## src/rtl/packet_assembler_if.sv

```systemverilog
// Byte-in / packet-out bus of the packet assembler.
// Both sides use valid/ready: a transfer happens on a rising clk edge where
// valid && ready; the source holds valid and its payload stable until then,
// and ready may depend combinationally on state but never on valid.
interface packet_assembler_if #(
  parameter int NUM_BYTE = 4
) ();
  localparam int LW = $clog2(NUM_BYTE + 1);

  logic [7:0]            in_data;
  logic                  in_valid;
  logic                  in_ready;
  logic                  flush;
  logic [8*NUM_BYTE-1:0] out_data;
  logic [LW-1:0]         out_len;
  logic                  out_valid;
  logic                  out_ready;

  // Environment side: byte producer plus packet consumer.
  modport master (
    output in_data, in_valid, flush, out_ready,
    input  in_ready, out_data, out_len, out_valid
  );

  // Assembler side.
  modport slave (
    input  in_data, in_valid, flush, out_ready,
    output in_ready, out_data, out_len, out_valid
  );
endinterface

```

## src/rtl/packet_assembler.sv

```systemverilog
// Byte-to-packet assembler: collects bytes into a NUM_BYTE packet with
// selectable byte order, emits short packets on flush or idle timeout and
// reports the number of valid bytes with each packet.
module packet_assembler #(
  parameter int NUM_BYTE    = 4,
  parameter bit MSB_FIRST   = 1'b1,
  parameter int TIMEOUT_CYC = 0
) (
  input  logic                clk,
  input  logic                rst,
  packet_assembler_if.slave   bus,
  output logic                dbg_state
);
  localparam int CW      = $clog2(NUM_BYTE + 1);
  localparam int DW      = 8 * NUM_BYTE;
  localparam int IW      = (TIMEOUT_CYC > 1) ? $clog2(TIMEOUT_CYC) : 1;
  localparam int TO_LAST = (TIMEOUT_CYC > 0) ? TIMEOUT_CYC - 1 : 0;

  // COLLECT: gathering bytes; FULL: packet complete, waiting for the output slot.
  typedef enum logic {
    COLLECT = 1'b0,
    FULL    = 1'b1
  } state_t;

  state_t          state_q, state_d;
  logic [CW-1:0]   count_q, count_d;
  logic [DW-1:0]   acc_q, acc_d;
  logic [IW-1:0]   idle_q, idle_d;
  logic [DW-1:0]   out_data_q, out_data_d;
  logic [CW-1:0]   out_len_q, out_len_d;
  logic            out_valid_q, out_valid_d;

  logic            accept;
  logic            slot_free;
  logic [CW-1:0]   slot_idx;
  logic [DW-1:0]   acc_ins;
  logic [CW-1:0]   count_ins;
  logic            timeout_fire;
  logic            complete;

  // Accumulator view including any byte accepted this cycle, and completion triggers.
  always_comb begin
    accept    = bus.in_valid && (state_q == COLLECT);
    slot_free = !out_valid_q || bus.out_ready;
    // MSB_FIRST fills from the top slot down, so partial packets end up left-justified.
    slot_idx  = MSB_FIRST ? (CW'(NUM_BYTE - 1) - count_q) : count_q;
    acc_ins   = acc_q;
    for (int i = 0; i < NUM_BYTE; i++) begin
      if (accept && (slot_idx == CW'(i))) begin
        acc_ins[8*i +: 8] = bus.in_data;
      end
    end
    count_ins = count_q + CW'(accept);
    // Fires in the TIMEOUT_CYC-th consecutive idle cycle of a partial packet.
    timeout_fire = (TIMEOUT_CYC > 0) && (state_q == COLLECT) && (count_q != '0) &&
                   !accept && (idle_q == IW'(TO_LAST));
    complete  = (state_q == COLLECT) &&
                ((accept && (count_ins == CW'(NUM_BYTE))) ||
                 (bus.flush && (count_ins != '0)) ||
                 timeout_fire);
  end

  // Next-state, accumulator, idle counter and output register updates.
  always_comb begin
    state_d     = state_q;
    count_d     = count_q;
    acc_d       = acc_q;
    idle_d      = idle_q;
    out_data_d  = out_data_q;
    out_len_d   = out_len_q;
    out_valid_d = out_valid_q;

    // A handshake empties the slot; a load below may refill it in the same cycle.
    if (out_valid_q && bus.out_ready) begin
      out_valid_d = 1'b0;
    end

    case (state_q)
      COLLECT: begin
        if (complete) begin
          idle_d = '0;
          if (slot_free) begin
            out_data_d  = acc_ins;
            out_len_d   = count_ins;
            out_valid_d = 1'b1;
            acc_d       = '0;
            count_d     = '0;
          end else begin
            acc_d   = acc_ins;
            count_d = count_ins;
            state_d = FULL;
          end
        end else begin
          acc_d   = acc_ins;
          count_d = count_ins;
          if (accept || (count_q == '0) || (TIMEOUT_CYC == 0)) begin
            idle_d = '0;
          end else begin
            idle_d = idle_q + IW'(1);
          end
        end
      end
      FULL: begin
        idle_d = '0;
        if (slot_free) begin
          out_data_d  = acc_q;
          out_len_d   = count_q;
          out_valid_d = 1'b1;
          acc_d       = '0;
          count_d     = '0;
          state_d     = COLLECT;
        end
      end
      default: begin
        state_d = COLLECT;
      end
    endcase
  end

  // FSM state register.
  always_ff @(posedge clk or posedge rst) begin
    if (rst) begin
      state_q <= COLLECT;
    end else begin
      state_q <= state_d;
    end
  end

  // Datapath registers: accumulator, counters and the output slot.
  always_ff @(posedge clk or posedge rst) begin
    if (rst) begin
      count_q     <= '0;
      acc_q       <= '0;
      idle_q      <= '0;
      out_data_q  <= '0;
      out_len_q   <= '0;
      out_valid_q <= 1'b0;
    end else begin
      count_q     <= count_d;
      acc_q       <= acc_d;
      idle_q      <= idle_d;
      out_data_q  <= out_data_d;
      out_len_q   <= out_len_d;
      out_valid_q <= out_valid_d;
    end
  end

  assign bus.in_ready  = (state_q == COLLECT);
  assign bus.out_data  = out_data_q;
  assign bus.out_len   = out_len_q;
  assign bus.out_valid = out_valid_q;
  assign dbg_state     = state_q;
endmodule

```

## src/flat_wrapper.sv

```systemverilog
// flat-port wrapper written by rule: the top's interface ports become plain ports
module packet_assembler_flat 
#(
  parameter int NUM_BYTE    = 4,
  parameter bit MSB_FIRST   = 1'b1,
  parameter int TIMEOUT_CYC = 0
)
  (clk, rst, dbg_state, bus_in_data, bus_in_valid, bus_flush, bus_out_ready, bus_in_ready, bus_out_data, bus_out_len, bus_out_valid);
  packet_assembler_if #(.NUM_BYTE(NUM_BYTE)) bus_i ();
  input  logic clk;
  input  logic rst;
  output logic dbg_state;
  input wire logic [$bits(bus_i.in_data)-1:0] bus_in_data;
  input wire logic [$bits(bus_i.in_valid)-1:0] bus_in_valid;
  input wire logic [$bits(bus_i.flush)-1:0] bus_flush;
  input wire logic [$bits(bus_i.out_ready)-1:0] bus_out_ready;
  output wire logic [$bits(bus_i.in_ready)-1:0] bus_in_ready;
  output wire logic [$bits(bus_i.out_data)-1:0] bus_out_data;
  output wire logic [$bits(bus_i.out_len)-1:0] bus_out_len;
  output wire logic [$bits(bus_i.out_valid)-1:0] bus_out_valid;
  assign bus_i.in_data = bus_in_data;
  assign bus_i.in_valid = bus_in_valid;
  assign bus_i.flush = bus_flush;
  assign bus_i.out_ready = bus_out_ready;
  assign bus_in_ready = bus_i.in_ready;
  assign bus_out_data = bus_i.out_data;
  assign bus_out_len = bus_i.out_len;
  assign bus_out_valid = bus_i.out_valid;
  packet_assembler #(.NUM_BYTE(NUM_BYTE), .MSB_FIRST(MSB_FIRST), .TIMEOUT_CYC(TIMEOUT_CYC)) u_core (.clk(clk), .rst(rst), .bus(bus_i), .dbg_state(dbg_state));
endmodule
```

## config.mk

```make
export PLATFORM = sky130hd
export DESIGN_NAME = packet_assembler_flat
export DESIGN_NICKNAME = d
export VERILOG_FILES = /design/src/rtl/packet_assembler_if.sv /design/src/rtl/packet_assembler.sv /design/src/flat_wrapper.sv
export SDC_FILE = /design/constraint.sdc
export NUM_CORES = 1
export LEC_CHECK = 0
export CORE_MARGIN = 2
export CORE_UTILIZATION = 59
export CTS_BUF_LIST = sky130_fd_sc_hd__clkbuf_8
export CTS_CLUSTER_SIZE = 28
export DETAILED_ROUTE_END_ITERATION = 16
export PLACE_DENSITY = 0.89
export SLEW_MARGIN = 0
export SYNTH_ARGS = -nofsm -noshare
export SYNTH_HDL_FRONTEND = slang
export SYNTH_SLANG_ARGS = --single-unit
export TNS_END_PERCENT = 5
```

## constraint.sdc

```tcl
create_clock -name clk -period 4.1 [get_ports clk]
set_input_delay 0.615 -clock clk [delete_from_list [all_inputs] [get_ports clk]]
set_output_delay 0.615 -clock clk [all_outputs]
set_load 0.05 [all_outputs]
```

* Word-level counts from Yosys, hierarchy flattened
Index checks and enable logic that the tools add are counted.
** Word-level totals
- Input port bits :: 13
- Word-level logic and storage cells :: 58
- Flip-flop bits (word level) :: 72
** Operators by class
- Bitwise operators :: 1
- $add $sub $neg :: 2
- Reductions and logical operators :: 15
- Mux-type cells :: 27
- Equality and inequality tests :: 7
** Operators with widths (count)
- 32-bit two-way mux :: 6
- 32-bit case mux with 2 select lines :: 2
- 8-bit two-way mux :: 4
- 3-bit two-way mux :: 6
- 3-bit case mux with 2 select lines :: 2
- 1-bit logical AND :: 9
- 3-bit by 2-bit equality test with 1-bit output (second input constant) :: 2
- 1-bit two-way mux :: 5
- 2-bit by 1-bit != test with 1-bit output (second input constant) :: 2
- 1-bit case mux with 2 select lines :: 2
- 3-bit by 1-bit adder with 3-bit output :: 1
- 3-bit by 1-bit equality test with 1-bit output (second input constant) :: 1
- 3-bit equality test (second input constant) :: 1
- 3-bit logical NOT :: 1
- 3-bit AND reduction :: 1
- 3-bit nonzero test :: 1
- 2-bit by 3-bit subtractor with 3-bit output (first input constant) :: 1
- 1-bit logical OR :: 2
- 2-bit != test (second input constant) :: 1
- 1-bit logical NOT :: 1
- 1-bit NOT :: 1

* Depth between registers and ports, before layout
Gate-level depths: netlist (run 1).
- Depth in word-level cells :: 9
- Gate-level depth with buffers :: 11
- Depth with buffers taken out :: 8

* Worst setup path before layout (run 1)
OpenSTA, ideal clock, no wires.
- Path type :: register -> register
- From :: reg u_core.state_q, in the netlist u_core.dbg_state
- To :: reg u_core.acc_q[16]
- Cell stages (with the launch flop) :: 12
- Data required time :: 3978 ps
- Clock period less this slack :: 3102 ps
- Arrival :: 2980 ps
- Buffers on the path :: 3
- Library setup time :: 122 ps
- Setup slack :: 998 ps
- Cell sequence :: dfrtp_1 buf_6 nand2b_1 inv_1 ha_1 ha_1 or4b_4 a22o_1 or2_1 buf_6 buf_6 a32o_1
** Between the ends
- Longest elaborated chain between the ends :: 9
** Ends and longest elaborated chain
- from (decl) :: RTL line packet_assembler.sv:25 : state_t state_q, state_d;
- from (signal assigned) :: RTL line packet_assembler.sv:125 : state_q <= state_d;
- 1-bit NOT :: RTL line packet_assembler.sv:43, packet_assembler.sv:57, packet_assembler.sv:78
- 1-bit logical AND :: RTL line packet_assembler.sv:43 : accept = bus.in_valid && (state_q == COLLECT);
- 3-bit by 1-bit adder with 3-bit output :: RTL line packet_assembler.sv:53 : count_ins = count_q + CW'(accept);
- 3-bit equality test or 3-bit nonzero test (tied branches) :: RTL line packet_assembler.sv:58, packet_assembler.sv:59
- 1-bit logical AND, on equally long branches :: RTL line packet_assembler.sv:58, packet_assembler.sv:59
- 1-bit logical OR :: RTL line packet_assembler.sv:58 : ((accept && (count_ins == CW'(NUM_BYTE))) ||
- 1-bit logical AND :: RTL line packet_assembler.sv:57 : complete = (state_q == COLLECT) &&
- 32-bit two-way mux :: RTL line packet_assembler.sv:80 : if (complete) begin
- 32-bit case mux with 2 select lines :: RTL line packet_assembler.sv:78 : case (state_q)
- to (signal assigned) :: RTL line packet_assembler.sv:133 : acc_q <= '0;
- to (signal assigned) :: RTL line packet_assembler.sv:140 : acc_q <= acc_d;
- to (decl) :: RTL line packet_assembler.sv:27 : logic [DW-1:0] acc_q, acc_d;
Several ways; a longest one is shown, not always the timed one.
A chain may end at the register's enable or synchronous reset.

* Worst setup path after layout (run 1)
- From :: in bus_in_valid
- To :: reg u_core.acc_q[0]
** Between the ends
- Longest elaborated chain between the ends :: 8
** Ends and longest elaborated chain
- from (decl) :: RTL line flat_wrapper.sv:14 : input wire logic [$bits(bus_i.in_valid)-1:0] bus_in_valid;
- 1-bit logical AND * :: RTL line packet_assembler.sv:43
- 3-bit by 1-bit adder with 3-bit output :: RTL line packet_assembler.sv:53
- 3-bit equality test or 3-bit nonzero test (tied branches) :: RTL line packet_assembler.sv:58, packet_assembler.sv:59
- 1-bit logical AND, on equally long branches :: RTL line packet_assembler.sv:58, packet_assembler.sv:59
- 1-bit logical OR :: RTL line packet_assembler.sv:58
- 1-bit logical AND :: RTL line packet_assembler.sv:57
- 32-bit two-way mux * :: RTL line packet_assembler.sv:80
- 32-bit case mux with 2 select lines * :: RTL line packet_assembler.sv:78
Mark *: on every way between the ends. The rest lies on a longest branch, timed or not.

==> results of run 1 <==
flip-flops by register name, summed over array words and instances (netlist names):
register              count
u_core.dbg_state          1
u_core.bus.out_data      32
u_core.count_q            3
u_core.bus.out_valid      1
u_core.bus.out_len        3
u_core.acc_q             32
through the flow:
stage          utilization  worst slack (ns)  area (um2)  hold slack, ns
3_3_place_gp        0.7123            0.5660        3661          0.5027
5_1_grt             0.7517            0.5154        3864          0.5349
2_1_floorplan            -            0.9984        3177          0.4927
6_report            0.7517            0.7499        3864          0.5260
3_5_place_dp        0.7123            0.4422        3661          0.5109
4_1_cts             0.7517            0.7780        3864          0.5257
cell families after synthesis:
family	synth area share
compound gates	0.1729
flops	0.5672
simple gates	0.1024
mux	0.08507
buf+inv	0.05908
xor+xnor	0.005515
fa+ha+maj	0.007876
worst register-to-register path: stages (launching register included):
cell      delay, ns
dfrtp_1        0.60
nand2b_1       0.21
inv_1          0.11
ha_1           0.22
ha_1           0.35
or4b_4         0.54
a22o_1         0.26
or2_1          0.53
a32o_1         0.41
cell usage in the layout (no fill, tap or decap), types with 3 or more instances in the layout:
cell type	netlist	routed
a32o_1	26	26
nand2_1	15	15
buf_4	1	5
nor2_1	42	42
a21oi_1	32	32
mux2i_1	27	27
clkdlybuf4s50_1	0	50
a31oi_1	7	7
clkbuf_8	3	14
dfrtp_1	72	72
inv_1	4	3
o22ai_1	7	7
per-layer routing:
layer | wire length, um | track usage | vias to the layer above
met5 | 0 | 0 | -
met4 | 110 | 0.1161 | 0
met3 | 419 | 0.04186 | 12
met2 | 3442 | 0.3904 | 81
met1 | 2990 | 0.3579 | 1168
li1 | - | - | 1101
how the worst min path moves through the flow:
stage                             endpoint  cells after the start  slack, ns
final                      u_core.acc_q[6]                      1       0.53
after global routing       u_core.acc_q[6]                      1       0.53
after CTS                 u_core.acc_q[16]                      1       0.53
after detailed placement  u_core.acc_q[16]                      1       0.51
after global placement     u_core.acc_q[2]                      1       0.50
after floorplan            u_core.acc_q[0]                      1       0.49
final cells by class:
type	count	area [um2]	share of cell area
multi-input cells	178	1199	0.3102
well taps	70	87.58	0.02267
clock inverters	2	10.01	0.002591
flip-flops and latches	72	1802	0.4663
repair buffers	56	558.0	0.1444
inverters	4	15.01	0.003886
clock buffers	14	192.7	0.04987
==> flow_summary.ini, run 1 <==
[sta]
rsz0062_at_grt = false
period_share = 0.8171
slew_headroom = 0.4089
slew_viol_final = 0
max_freq_mhz = 298.5
tightest_slew_ns = 0.8853
skew_ns = 0.006543
hold_violations = 0
final.setup.tns_ns = 0
period_minus_slack_ns = 3.350
setup_violations = 0

[placement]
dp_hpwl_um = 4499
numPortBuffers = 50
place_congestion = 0.8204
place_inst = 380

[hold_path]
min_path_type = flip-flop to flip-flop
min_from = u_core.acc_q[6]

[run_status]
outcome = finished clean

[layout]
num-fill-cells = 375
fin_cells = 396
nets = 336
drive_above_1_share = 0.08896
area_growth_pct = 21.62
diodes = 0

[yosys]
synth_top_area_frac = 0.5672
synth_flop_cell = dfrtp_1
synth_cell_type_count = 33
synth_area_um2 = 3177
ys_seq_elements = 72
netlist_instances = 274
ys_seq_area_frac = 0.5672
ys_warn_count = 0
synthTopCellsByCount = 72 x dfrtp_1, 42 x nor2_1, 32 x a21oi_1
synth_edf_count = 0
syn_nets = 289
synth.avg_cell_area_um2 = 11.59
synth_area_leaders = dfrtp_1 57%, mux2i_1 8.5%, a32o_1 8.2%, a21oi_1 5.0%, nor2_1 5.0%
yosys.area.top_type = dfrtp_1
async_reset_ff_frac = 1.000
yosysMostFrequentCell = dfrtp_1

[floorplan]
initial_core_util = 0.6181
die_h_um = 77.38
rows = 26
die_w_um = 77.38
core-area_um2 = 5140
die_area_um2 = 5988
io_pins = 51

[clock_tree]
hold_buffers = 0
numClockSinks = 72
cts_tree = done
cts-root-buf = clkbuf_8
post_cts_buffers = 0
post_cts_resized = 0
cts.clk_slew.worst_paths_ns = 0.07
cts_max_level = 3
cts_max_path_buffers = 2
clk_latency_ns = 0.35
numCtsBuffers = 9

[critical_path]
setup.worst_path.start_class = input pin
path_max_fanout = 24
r2r-end = u_core.acc_q[0]
worstPathArrival_ns = 3.58
slowest_stage = or4b_4
r2r-start = u_core.dbg_state
critical_path_buf_inv_count = 2
critical_path_class = input pin to flip-flop
reg2regPathDepth = 8
setup.worst_path.end = u_core.acc_q[0]
cp.depth = 9
cp-startpoint = bus_in_valid
critical_path.top_delay_family = simple AND/OR/NAND/NOR gates
max_stage_delay_ns = 0.54
crit_chain = clkdlybuf4s50_1, nand2b_1, inv_1, ha_1, ha_1, or4b_4, a22o_1, or2_1, a32o_1
crit_path_end_kind = flip-flop
crit_path_frequent_cell = ha_1
worstPathRequired_ns = 4.33
reg2reg_slack_ns = 0.75

[route]
drt_iter0_drc = 216
drt-pass1-iter-count = 5
drt_wl_total_um = 6962
drc = 0
postRouteAntennaNets = 0
vias_per_cell = 5.965
num_vias = 2362
routedWlPerCell_um = 17.58

[global_routing]
grt_overflow_total = 0
grtUsageTotal = 0.2537
grt_max_degree = 45
grt_pass1_vias = 2352
antenna_found_initial = 0
grt_pass1_wl_um = 11710

[flow_run]
maxCapViolations = 0
Power of run 1 is not shown: default switching activity piles up to over one toggle a cycle in this logic, so the estimate is an artifact.
==> run 2: changes to the inputs <==
--- a/config.mk
+++ b/config.mk
@@ -6,11 +6,11 @@
 export NUM_CORES = 1
 export LEC_CHECK = 0
 export CORE_MARGIN = 2
-export CORE_UTILIZATION = 59
+export CORE_UTILIZATION = 50
 export CTS_BUF_LIST = sky130_fd_sc_hd__clkbuf_8
 export CTS_CLUSTER_SIZE = 28
 export DETAILED_ROUTE_END_ITERATION = 16
-export PLACE_DENSITY = 0.89
+export PLACE_DENSITY = 0.8
 export SLEW_MARGIN = 0
 export SYNTH_ARGS = -nofsm -noshare
 export SYNTH_HDL_FRONTEND = slang
==> constraint.sdc (replaced) <==
create_clock -name clk -period 2.82 [get_ports clk]
set_input_delay 0.423 -clock clk [delete_from_list [all_inputs] [get_ports clk]]
set_output_delay 0.423 -clock clk [all_outputs]
set_load 0.05 [all_outputs]
==> flow_summary.ini, run 2 (same netlist as run 1, synthesis figures left out) <==
[run_status]
outcome = finished clean

[placement]
numPortBuffers = 50
dp_hpwl_um = 4717
place_inst = 399
place_congestion = 0.8878
post-place-ws_ns = -0.2054

[critical_path]
path_max_fanout = 8
worstPathRequired_ns = 3.05
setup.worst_path.start_class = input pin
critical_path_class = input pin to flip-flop
reg2regPathDepth = 10
crit_path_end_kind = flip-flop
worstPathArrival_ns = 2.91

[floorplan]
die_h_um = 83.71
io_pins = 51
core-area_um2 = 6241
die_area_um2 = 7007
rows = 29
initial_core_util = 0.5090
die_w_um = 83.71

[global_routing]
grt_pass1_wl_um = 11430
grt_util_met1 = 0.2819
grtUsageTotal = 0.2108
grt_pass1_vias = 2301
use_met2 = 0.3316
grt_max_degree = 42
antenna_found_initial = 0
grt_busiest_layer = met2
grt_use_met3 = 0.05143
grt_overflow_total = 0

[clock_tree]
cts-root-buf = clkbuf_8
hold_buffers = 0
numCtsBuffers = 9
post_cts_buffers = 0
numClockSinks = 72
cts_max_level = 3
post_cts_resized = 0
clk_latency_ns = 0.34
cts_max_path_buffers = 2
cts.clk_slew.worst_paths_ns = 0.07
cts_tree = done

[sta]
hold_violations = 0
max_freq_mhz = 372.5
slew_viol_final = 0
rsz0062_at_grt = false
setup_slack_ns = 0.1351
tightest_slew_ns = 0.5651
skew_ns = 0.006612
setup_violations = 0
period_share = 0.9521
slew_headroom = 0.6219
period_minus_slack_ns = 2.685

[layout]
drive_above_1_share = 0.1331
fin_cells = 415
final_cell_mix = 71 x dfrtp_1, 50 x clkdlybuf4s50_1, 42 x nor2_1
nets = 348
diodes = 0
area_growth_pct = 26.82
mostFrequentLayoutCell = dfrtp_1

[flow_run]
maxCapViolations = 0

[hold_path]
min_path_type = input pin to asynchronous set/reset pin

[route]
postRouteAntennaNets = 0
drt-pass1-iter-count = 4
drc = 0
drt_iter0_drc = 194
num_vias = 2333
routedWlPerCell_um = 16.80
vias_per_cell = 5.622
drt_wl_total_um = 6973

[pwr]
vdd_drop_max_mv = 0.8567
p_per_area_nw_per_um2 = 1423
p_leak_nw = 1.862
==> run 2: metal layers <==
| metal | vias up | share of wire |
|---|---|---|
| met4 | 0 | 0.021 |
| met2 | 61 | 0.50 |
| met3 | 14 | 0.049 |
| li1 | 1126 | - |
| met5 | - | 0 |
| met1 | 1132 | 0.43 |
==> run 2: metrics by stage <==
| step | setup TNS (ns) | power (mW) | hold WS (ns) | util | area (um2) |
|---|---|---|---|---|---|
| 3_5_place_dp | -9.699 | 4.953 | 0.5116 | 0.6139 | 3831 |
| 4_1_cts | 0 | 5.771 | 0.4327 | 0.6455 | 4029 |
| 2_1_floorplan | 0 | 3.970 | 0.4927 | - | 3211 |
| 6_report | 0 | 5.732 | 0.4230 | 0.6455 | 4029 |
| 3_3_place_gp | -5.987 | 4.865 | 0.5041 | 0.6139 | 3831 |
| 5_1_grt | 0 | 6.081 | 0.4744 | 0.6455 | 4029 |
==> run 2: final cells by class <==
class                      instances  area [um2]
timing repair buffer              68       685.7
clock inverter                     6       60.06
inverter                           4       15.01
sequential                        72        1803
multi-input combinational        178        1231
tap                               77       96.34
clock buffer                      10       137.6
fill                             505        2212
==> run 2: where the power goes <==
| group | total, mW | switching [mW] | internal [mW] |
|---|---|---|---|
| registers | 1.74 | 0.256 | 1.49 |
| clock network | 0.807 | 0.379 | 0.428 |
| logic | 3.18 | 1.99 | 1.19 |
==> run 2: final timing paths <==
path	start	to	slack (ns)
worst max-delay path	bus_in_valid	u_core.acc_q[0]	0.14
worst min-delay path	rst	u_core.acc_q[1]	0.42
worst max register to register	u_core.dbg_state	u_core.acc_q[0]	0.28
worst min register to register	u_core.acc_q[10]	u_core.acc_q[10]	0.53
max in group asynchronous	rst	u_core.bus.out_data[12]	1.77
min in group clk	u_core.acc_q[10]	u_core.acc_q[10]	0.53
==> run 2: critical path, stage by stage <==
cell	delay (ns)
clkdlybuf4s50_1	0.54
nand2b_4	0.07
inv_2	0.07
ha_4	0.13
ha_4	0.19
or4b_4	0.48
buf_4	0.17
a221oi_1	0.25
buf_4	0.20
nor2_1	0.14
a32o_1	0.25
Power figures use the tool's default switching activity.
